**src/rtl/rs_pkg.sv**
```systemverilog
// rtl/rs_pkg.sv - GF(2^8) and RS(255,239) constants shared by the syndrome calculator
package rs_pkg;
    localparam logic [8:0] GF_POLY  = 9'h11D;
    localparam logic [7:0] GF_ALPHA = 8'h02;
    localparam int         RS_N     = 255;
    localparam int         RS_K     = 239;
    localparam int         RS_NSYM  = 16;

    // alpha^j for the syndrome roots alpha^0..alpha^15
    localparam logic [7:0] ALPHA_POW [0:15] = '{
        8'h01, 8'h02, 8'h04, 8'h08, 8'h10, 8'h20, 8'h40, 8'h80,
        8'h1D, 8'h3A, 8'h74, 8'hE8, 8'hCD, 8'h87, 8'h13, 8'h26
    };

    typedef enum logic {
        ST_IDLE = 1'b0,
        ST_ACC  = 1'b1
    } syn_state_t;
endpackage

```
**src/rtl/gf2_8_mul.sv**
```systemverilog
// rtl/gf2_8_mul.sv - combinational GF(2^8) multiplier modulo GF_POLY
module gf2_8_mul
    import rs_pkg::*;
(
    input  logic [7:0] i_a,
    input  logic [7:0] i_b,
    output logic [7:0] o_p
);
    logic [7:0] w_sh;
    logic [7:0] w_p;

    // shift-and-add; with i_b tied to a constant this folds to an XOR network
    always_comb begin
        w_p  = 8'h00;
        w_sh = i_a;
        for (int i = 0; i < 8; i++) begin
            if (i_b[i]) begin
                w_p = w_p ^ w_sh;
            end
            w_sh = {w_sh[6:0], 1'b0} ^ (w_sh[7] ? GF_POLY[7:0] : 8'h00);
        end
    end

    assign o_p = w_p;
endmodule

```
**src/rtl/rs_syn_cell.sv**
```systemverilog
// rtl/rs_syn_cell.sv - one Horner accumulator evaluating the codeword at alpha^J
module rs_syn_cell
    import rs_pkg::*;
#(
    parameter int J = 0
) (
    input  logic       i_clk,
    input  logic       i_rst,
    input  logic       i_load,
    input  logic       i_acc,
    input  logic [7:0] i_din,
    output logic [7:0] o_nxt
);
    logic [7:0] r_acc;
    logic [7:0] w_mul;

    generate
        if (J == 0) begin : g_root_one
            assign w_mul = r_acc;
        end else begin : g_root_mul
            gf2_8_mul u_mul (
                .i_a (r_acc),
                .i_b (ALPHA_POW[J]),
                .o_p (w_mul)
            );
        end
    endgenerate

    // o_nxt is the value the accumulator takes on this beat; the top latches it at eop
    assign o_nxt = i_load ? i_din : (w_mul ^ i_din);

    always_ff @(posedge i_clk or posedge i_rst) begin
        if (i_rst) begin
            r_acc <= 8'h00;
        end else if (i_load || i_acc) begin
            r_acc <= o_nxt;
        end
    end
endmodule

```
**src/rtl/rs_syndrome_calc.sv**
```systemverilog
// rtl/rs_syndrome_calc.sv - streaming RS(255,239) syndrome calculator; SYN_LEN_CHECK_EN adds len_err
module rs_syndrome_calc
    import rs_pkg::*;
#(
    parameter int NSYM = RS_NSYM
`ifdef SYN_LEN_CHECK_EN
    ,
    parameter int N    = RS_N
`endif
) (
    input  logic              sys_clk,
    input  logic              sys_rst,
    input  logic              din_valid,
    input  logic              din_sop,
    input  logic              din_eop,
    input  logic [7:0]        din,
    output logic              syn_valid,
    output logic [8*NSYM-1:0] syn_out,
    output logic              syn_nz,
`ifdef SYN_LEN_CHECK_EN
    output logic              len_err,
`endif
    output logic              busy
);
    syn_state_t        r_state;
    syn_state_t        w_state_nxt;
    logic              w_load;
    logic              w_acc;
    logic              w_emit;
    logic [8*NSYM-1:0] w_nxt;
    logic              r_syn_valid;
    logic [8*NSYM-1:0] r_syn_out;
    logic              r_syn_nz;

    always_ff @(posedge sys_clk or posedge sys_rst) begin
        if (sys_rst) begin
            r_state <= ST_IDLE;
        end else begin
            r_state <= w_state_nxt;
        end
    end

    // a sop in any state restarts the codeword, dropping the partial one
    always_comb begin
        w_state_nxt = r_state;
        w_load      = 1'b0;
        w_acc       = 1'b0;
        w_emit      = 1'b0;
        if (din_valid && din_sop) begin
            w_load      = 1'b1;
            w_emit      = din_eop;
            w_state_nxt = din_eop ? ST_IDLE : ST_ACC;
        end else if (din_valid && (r_state == ST_ACC)) begin
            w_acc  = 1'b1;
            w_emit = din_eop;
            if (din_eop) begin
                w_state_nxt = ST_IDLE;
            end
        end
    end

    generate
        for (genvar j = 0; j < NSYM; j++) begin : g_cell
            rs_syn_cell #(.J(j)) u_cell (
                .i_clk  (sys_clk),
                .i_rst  (sys_rst),
                .i_load (w_load),
                .i_acc  (w_acc),
                .i_din  (din),
                .o_nxt  (w_nxt[8*j +: 8])
            );
        end
    endgenerate

    always_ff @(posedge sys_clk or posedge sys_rst) begin
        if (sys_rst) begin
            r_syn_valid <= 1'b0;
            r_syn_out   <= '0;
            r_syn_nz    <= 1'b0;
        end else begin
            r_syn_valid <= w_emit;
            if (w_emit) begin
                r_syn_out <= w_nxt;
                r_syn_nz  <= |w_nxt;
            end
        end
    end

`ifdef SYN_LEN_CHECK_EN
    localparam logic [8:0] LEN_N = 9'(N);

    logic [7:0] r_cnt;
    logic       r_ovf;
    logic       r_len_err;
    logic [8:0] w_cnt_inc;
    logic       w_len_bad;

    assign w_cnt_inc = {1'b0, r_cnt} + 9'd1;
    assign w_len_bad = w_load ? (LEN_N != 9'd1) : (r_ovf || (w_cnt_inc != LEN_N));

    // r_ovf remembers that the count ran past N, since the 8-bit counter wraps
    always_ff @(posedge sys_clk or posedge sys_rst) begin
        if (sys_rst) begin
            r_cnt     <= 8'd0;
            r_ovf     <= 1'b0;
            r_len_err <= 1'b0;
        end else begin
            if (w_load) begin
                r_cnt <= 8'd1;
                r_ovf <= 1'b0;
            end else if (w_acc) begin
                r_cnt <= w_cnt_inc[7:0];
                if (w_cnt_inc > LEN_N) begin
                    r_ovf <= 1'b1;
                end
            end
            if (w_emit) begin
                r_len_err <= w_len_bad;
            end
        end
    end

    assign len_err = r_len_err;
`endif

    assign syn_valid = r_syn_valid;
    assign syn_out   = r_syn_out;
    assign syn_nz    = r_syn_nz;
    assign busy      = (r_state == ST_ACC);
endmodule

```
**config.mk**
```make
export PLATFORM = sky130hd
export DESIGN_NAME = rs_syndrome_calc
export DESIGN_NICKNAME = d
export VERILOG_FILES = /design/src/rtl/rs_pkg.sv /design/src/rtl/gf2_8_mul.sv /design/src/rtl/rs_syn_cell.sv /design/src/rtl/rs_syndrome_calc.sv
export SDC_FILE = /design/constraint.sdc
export NUM_CORES = 1
export LEC_CHECK = 0
export CORE_MARGIN = 1
export CORE_UTILIZATION = 60
export CTS_CLUSTER_DIAMETER = 80
export DETAILED_ROUTE_END_ITERATION = 6
export PLACE_DENSITY = 0.83
export SYNTH_ARGS = -nofsm -noshare
export SYNTH_HDL_FRONTEND = slang
export SYNTH_SLANG_ARGS = --single-unit
export TNS_END_PERCENT = 10
```
**constraint.sdc**
```tcl
create_clock -name sys_clk -period 25.3 [get_ports sys_clk]
set_input_delay 3.795 -clock sys_clk [delete_from_list [all_inputs] [get_ports sys_clk]]
set_output_delay 3.795 -clock sys_clk [all_outputs]
set_load 0.01 [all_outputs]
```
; ---- Yosys cells after proc, flatten, opt, wreduce, memory -nomap -nowiden
; Cells that the tools add are included.
[totals]
register_bits = 259
out_inout_bits = 131
input_bits = 13
elab_cells = 237
[op_classes]
n_reduce_logical = 7
n_bitwise = 112
n_mux = 98
[ops]
columns = operator, n
row1 = bitwise XOR 8 x 5 -> 8 bit, 73
row2 = two-way mux 5 bit, 73
row3 = bitwise XOR 8 bit, 39
row4 = two-way mux 8 bit, 16
row5 = OR reduction 128 bit, 1
row6 = two-way mux 1 bit, 9
row7 = nonzero test 2 bit, 2
row8 = logical AND 1 bit, 2
row9 = AND reduction 2 bit, 1
row10 = logical OR 1 bit, 1

; ---- Longest topological paths before layout
[logic_depth]
word_depth = 18
ltp_mapped = 12
mapped_depth_nobuf = 8

; ---- Cells and area by module
; From an unflattened synthesis, not the netlist that was laid out.
[unflattened]
cells_unflattened = 4301
area_unflattened_um2 = 32731.4
[modules_own_cells]
columns = mod, area_per_inst_um2, cells_each, seq_area_each_um2, instances
row1 = gf2_8_mul (g_cell[10].u_cell.g_root_mul.u_mul ...), 1224.9, 173, 0.0, 14
row2 = rs_syn_cell (g_cell[10].u_cell ...), 580.6, 71, 200.2, 15
row3 = rs_syndrome_calc, 5173.7, 594, 3278.1, 1
row4 = gf2_8_mul (g_cell[1].u_cell.g_root_mul.u_mul), 1174.9, 165, 0.0, 1
row5 = rs_syn_cell (g_cell[0].u_cell), 525.5, 55, 200.2, 1

; ---- Worst setup path after synthesis
; OpenSTA, ideal clock, no wires.
[synth_path]
path_type = input -> register
startpoint = input din_valid
endpoint = register r_syn_nz (netlist: syn_nz)
n_path_buf = 2
path_slack_ns = 19.386
arrival_ns = 5.781
path_stages = 10
setup_ns = 0.133
required_ns = 25.167
cell_sequence = buf_4 -> and2_4 -> buf_6 -> nor2_2 -> mux2_4 -> a221o_1 -> a211o_1 -> or4_1 -> nor4b_2 -> a31oi_1
[synth_between]
elab_chain_len = 4
elab_cells_between_ends = 22
classes_between = mux: 19 / reduce/logical: 3
[synth_rtl]
columns = item, line
row1 = start: declaration, rs_syndrome_calc.sv:13  ; input logic din_valid,
row2 = logical AND 1 bit, rs_syndrome_calc.sv:49  ; if (din_valid && din_sop) begin
row3 = two-way mux 1 bit, rs_syndrome_calc.sv:49
row4 = two-way mux 8 bit, rs_syn_cell.sv:30  ; assign o_nxt = i_load ? i_din : (w_mul ^ i_din);
row5 = OR reduction 128 bit, rs_syndrome_calc.sv:84  ; r_syn_nz <= |w_nxt;
row6 = end signal: assignment, rs_syndrome_calc.sv:84
row7 = end: declaration, rs_syndrome_calc.sv:33  ; logic r_syn_nz;
; Several ways; a longest one is shown, not always the timed one.
; A chain may end at the register's enable or synchronous reset.

; ---- Worst setup path in the final report
[layout_path]
startpoint = input din_sop
endpoint = register r_syn_nz (netlist: syn_nz)
[layout_between]
elab_chain_len = 4
elab_cells_between_ends = 20
classes_between = mux: 18 / reduce/logical: 2
[layout_rtl]
columns = item, line
row1 = start: declaration, rs_syndrome_calc.sv:14  ; input logic din_sop,
row2 = logical AND 1 bit *, rs_syndrome_calc.sv:49
row3 = two-way mux 1 bit, rs_syndrome_calc.sv:49
row4 = two-way mux 8 bit, rs_syn_cell.sv:30
row5 = OR reduction 128 bit, rs_syndrome_calc.sv:84
; Mark *: on every way between the ends. The rest lies on a longest branch, timed or not.

==> impl_metrics.py <==
metrics = {
    "run": {
        "drv_cap": 0,
    },
    "grt": {
        "overflow": 0,
        "antenna_found_initial": 1,
        "grt_usage": 0.3431,
        "grt_pass1_wl_um": 64840,
        "grt_max_degree": 131,
        "grt_pass1_vias": 11750,
        "grtUsageMet1": 0.4478,
        "grt_use_met2": 0.5394,
        "top_usage_layer": "met2",
        "grt_use_met3": 0.06993,
    },
    "pwr": {
        "peakVddDrop_v": 0.00008048,
        "p_switching_mw": 1.288,
        "pwr-share-seq": 0.280,
        "power_frac_comb": 0.572,
        "power_density_nw_per_um2": 170.3,
        "p_total_mw": 2.868,
        "p_sw_frac": 0.4490,
        "internal_power_mw": 1.580,
        "clkPwrFrac": 0.148,
        "p_leak_nw": 7.046,
    },
    "logic_synthesis": {
        "syn_nets": 1651,
        "yosysSeqAreaShare": 0.4476,
        "synth_area_per_cell_um2": 8.839,
        "synthArstFlopShare": 1.000,
        "synth_edf_count": 0,
        "synth-seq-cells": 259,
        "yosysWarnings": 0,
        "synth_cell_types": 61,
        "synthCells": 1638,
        "syn-cell-area_um2": 14480,
        "synth_top_flop_cell": "dfrtp_1",
    },
    "finish": {
        "n_fill_cell": 1796,
        "diodes": 0,
        "final_cell_area_um2": 16840,
        "syn_to_final_growth_pct": 16.31,
        "fin_cells": 2032,
        "final_cell_mix": "nand2_1, o21ai_0, dfrtp_1, xnor2_1, clkdlybuf4s50_1",
        "drive_gt1_frac": 0.04495,
        "final_common_cell": "nand2_1",
        "nets": 1708,
    },
    "clock_tree": {
        "post_cts_buffers": 0,
        "cts_hold_buf": 0,
        "cts_sinks": 259,
        "max-clock-path-buffers": 3,
        "cts_tree": "yes",
        "cts.repair.resized": 0,
        "ctsHtreeMaxLevel": 1,
        "numCtsBuffers": 27,
        "root_buffer": "clkbuf_16",
        "clk_latency_ps": 540,
        "clk_pin_slew_worst_paths_ps": 60,
    },
    "critical_path": {
        "critPathRequiredTime_ps": 25700,
        "critPathArrivalTime_ps": 7660,
        "worst_r2r_path_depth": 6,
        "start_kind": "input pin",
        "r2r_slack_ps": 21630,
        "crit_chain": "clkdlybuf4s50_1 > and2_4 > buf_4 > nor2_2 > mux2_4 > a221o_1 > a211o_1 > or4_1 > nor4b_2 > a31oi_1",
        "endpoint_kind": "flip-flop",
        "reg2reg_from": "busy$_DFFE_PP0P_",
        "worst_path_largest_cell_delay_ps": 780,
        "slowest_stage": "buf_4",
        "criticalPathCategory": "input pin to flip-flop",
        "startpoint": "din_sop",
        "crit_fanout": 84,
        "endpoint": "syn_nz$_DFFE_PP0P_",
        "r2r-end": "g_cell[6].u_cell.r_acc[5]$_DFFE_PP0P_",
    },
    "sta": {
        "slew_headroom": 0.1892,
        "holdWs_ps": 475.2,
        "period_minus_slack_ps": 7261,
        "tns_ps": 0,
        "worst_pin_slew_ps": 1216,
        "period_share": 0.2870,
        "clock_skew_ps": 8.019,
        "hold_viol_final": 0,
        "max_freq_mhz": 137.7,
        "setup_viol": 0,
        "rsz0062_at_grt": "no",
        "drv_slew": 0,
    },
    "drt": {
        "ant_nets": 0,
        "first_pass_iters": 5,
        "routed_wl_um": 41500,
        "vias": 12150,
        "post-route-drc-count": 0,
        "detail_route.wl_per_cell_um": 20.42,
        "viasPerCell": 5.977,
        "drtIter0Drc": 1169,
    },
    "placed_design": {
        "numPortBuffers": 143,
        "place_inst": 1985,
        "gp_congestion": 1.024,
        "place_hpwl_um": 27660,
        "placed_area_um2": 15910,
    },
    "die": {
        "coreArea_um2": 23540,
        "die_area_um2": 24760,
        "die_height_um": 157.3,
        "io_pins": 144,
        "die_w_um": 157.3,
        "rows": 56,
        "floorplan.initialDensity": 0.6150,
    },
    "run_status": {
        "status": "complete, no violations",
    },
    "worst_hold_path": {
        "holdCritPathClass": "flip-flop to flip-flop",
    },
}
-- Yosys cell counts, types with 4 or more instances --
cell type / count / area, um2
o32ai_1: 12 / 105.1
xnor2_1: 235 / 2058
nand2b_1: 4 / 25.02
nand4_1: 15 / 93.84
nor3_1: 13 / 65.06
nor2_1: 120 / 450.4
o31ai_1: 7 / 52.55
o32a_1: 4 / 40.04
a31oi_1: 12 / 75.07
clkbuf_1: 85 / 319.1
a21oi_1: 38 / 190.2
dfrtp_1: 259 / 6481
buf_2: 21 / 105.1
nand2_1: 312 / 1171
o22ai_1: 5 / 31.28
buf_1: 23 / 86.33
nor4b_1: 4 / 35.03
inv_1: 8 / 30.03
o21ai_0: 274 / 1371
xnor3_1: 9 / 202.7
nor4_1: 5 / 31.28
mux2i_1: 5 / 50.05
nand3_1: 21 / 105.1
xor2_1: 80 / 700.7
-- worst max-delay path, delay by kind of cell --
family | cells | cell delay [ps]
buffers and inverters | 2 | 1490
AOI/OAI and AO/OA | 3 | 680
and+or+nand+nor | 4 | 1350
muxes | 1 | 290
-- worst min path at each step --
stage                     depth (start not counted)                                     to                                  start
final                                             2                syn_out[72]$_DFFE_PP0P_                syn_out[72]$_DFFE_PP0P_
after global routing                              2                 syn_out[7]$_DFFE_PP0P_                 syn_out[7]$_DFFE_PP0P_
after CTS                                         2                syn_out[49]$_DFFE_PP0P_                syn_out[49]$_DFFE_PP0P_
after detailed placement                          2                syn_out[49]$_DFFE_PP0P_                syn_out[49]$_DFFE_PP0P_
after global placement                            2                syn_out[55]$_DFFE_PP0P_                syn_out[55]$_DFFE_PP0P_
after floorplan                                   2  g_cell[1].u_cell.r_acc[1]$_DFFE_PP0P_  g_cell[1].u_cell.r_acc[1]$_DFFE_PP0P_
-- flip-flops by register name (all words and copies together) (netlist names) --
name                 cells
g_cell.u_cell.r_acc    128
syn_out                128
busy                     1
syn_nz                   1
syn_valid                1
-- per-stage QoR --
| step | util | setup slack [ps] |
|---|---|---|
| 2_1_floorplan | - | 14380 |
| 3_3_place_gp | 0.6757 | 17670 |
| 3_5_place_dp | 0.6757 | 17590 |
| 4_1_cts | 0.7153 | 18140 |
| 5_1_grt | 0.7153 | 17910 |
| 6_report | 0.7153 | 18040 |
-- logic make-up (layout without fill, tap and decap cells) --
kind of cell,after synthesis,in the layout,synth area share
buf+inv,142,217,0.04001
mux,9,9,0.006826
flops,259,259,0.4476
simple gates,519,519,0.1495
xor+xnor,328,328,0.2106
compound gates,381,381,0.1454
-- routing by layer --
metal	vias up	share of wire
met5	-	0
li1	5561	-
met2	629	0.46
met1	5794	0.40
met3	162	0.093
met4	0	0.055
-- layout make-up --
type | count | area [um2] | share of cell area
multi-input cells | 1237 | 7440 | 0.4418
inverters | 9 | 41.29 | 0.002452
flip-flops and latches | 259 | 6481 | 0.3849
clock buffers | 36 | 749.5 | 0.04451
well taps | 319 | 399.1 | 0.02370
clock inverters | 11 | 182.7 | 0.01085
repair buffers | 161 | 1546 | 0.09183
-- power groups by stage --
| stage | logic (mW) | registers [mW] | clock network, mW |
|---|---|---|---|
| floorplan | 1.07 | 0.779 | 0 |
| global placement | 1.56 | 0.796 | 0 |
| detailed placement | 1.60 | 0.803 | 0 |
| CTS | 1.62 | 0.800 | 0.425 |
| global route | 1.77 | 0.827 | 0.439 |
| finish | 1.64 | 0.804 | 0.423 |
Note: power is estimated with default switching activity, not from simulation.
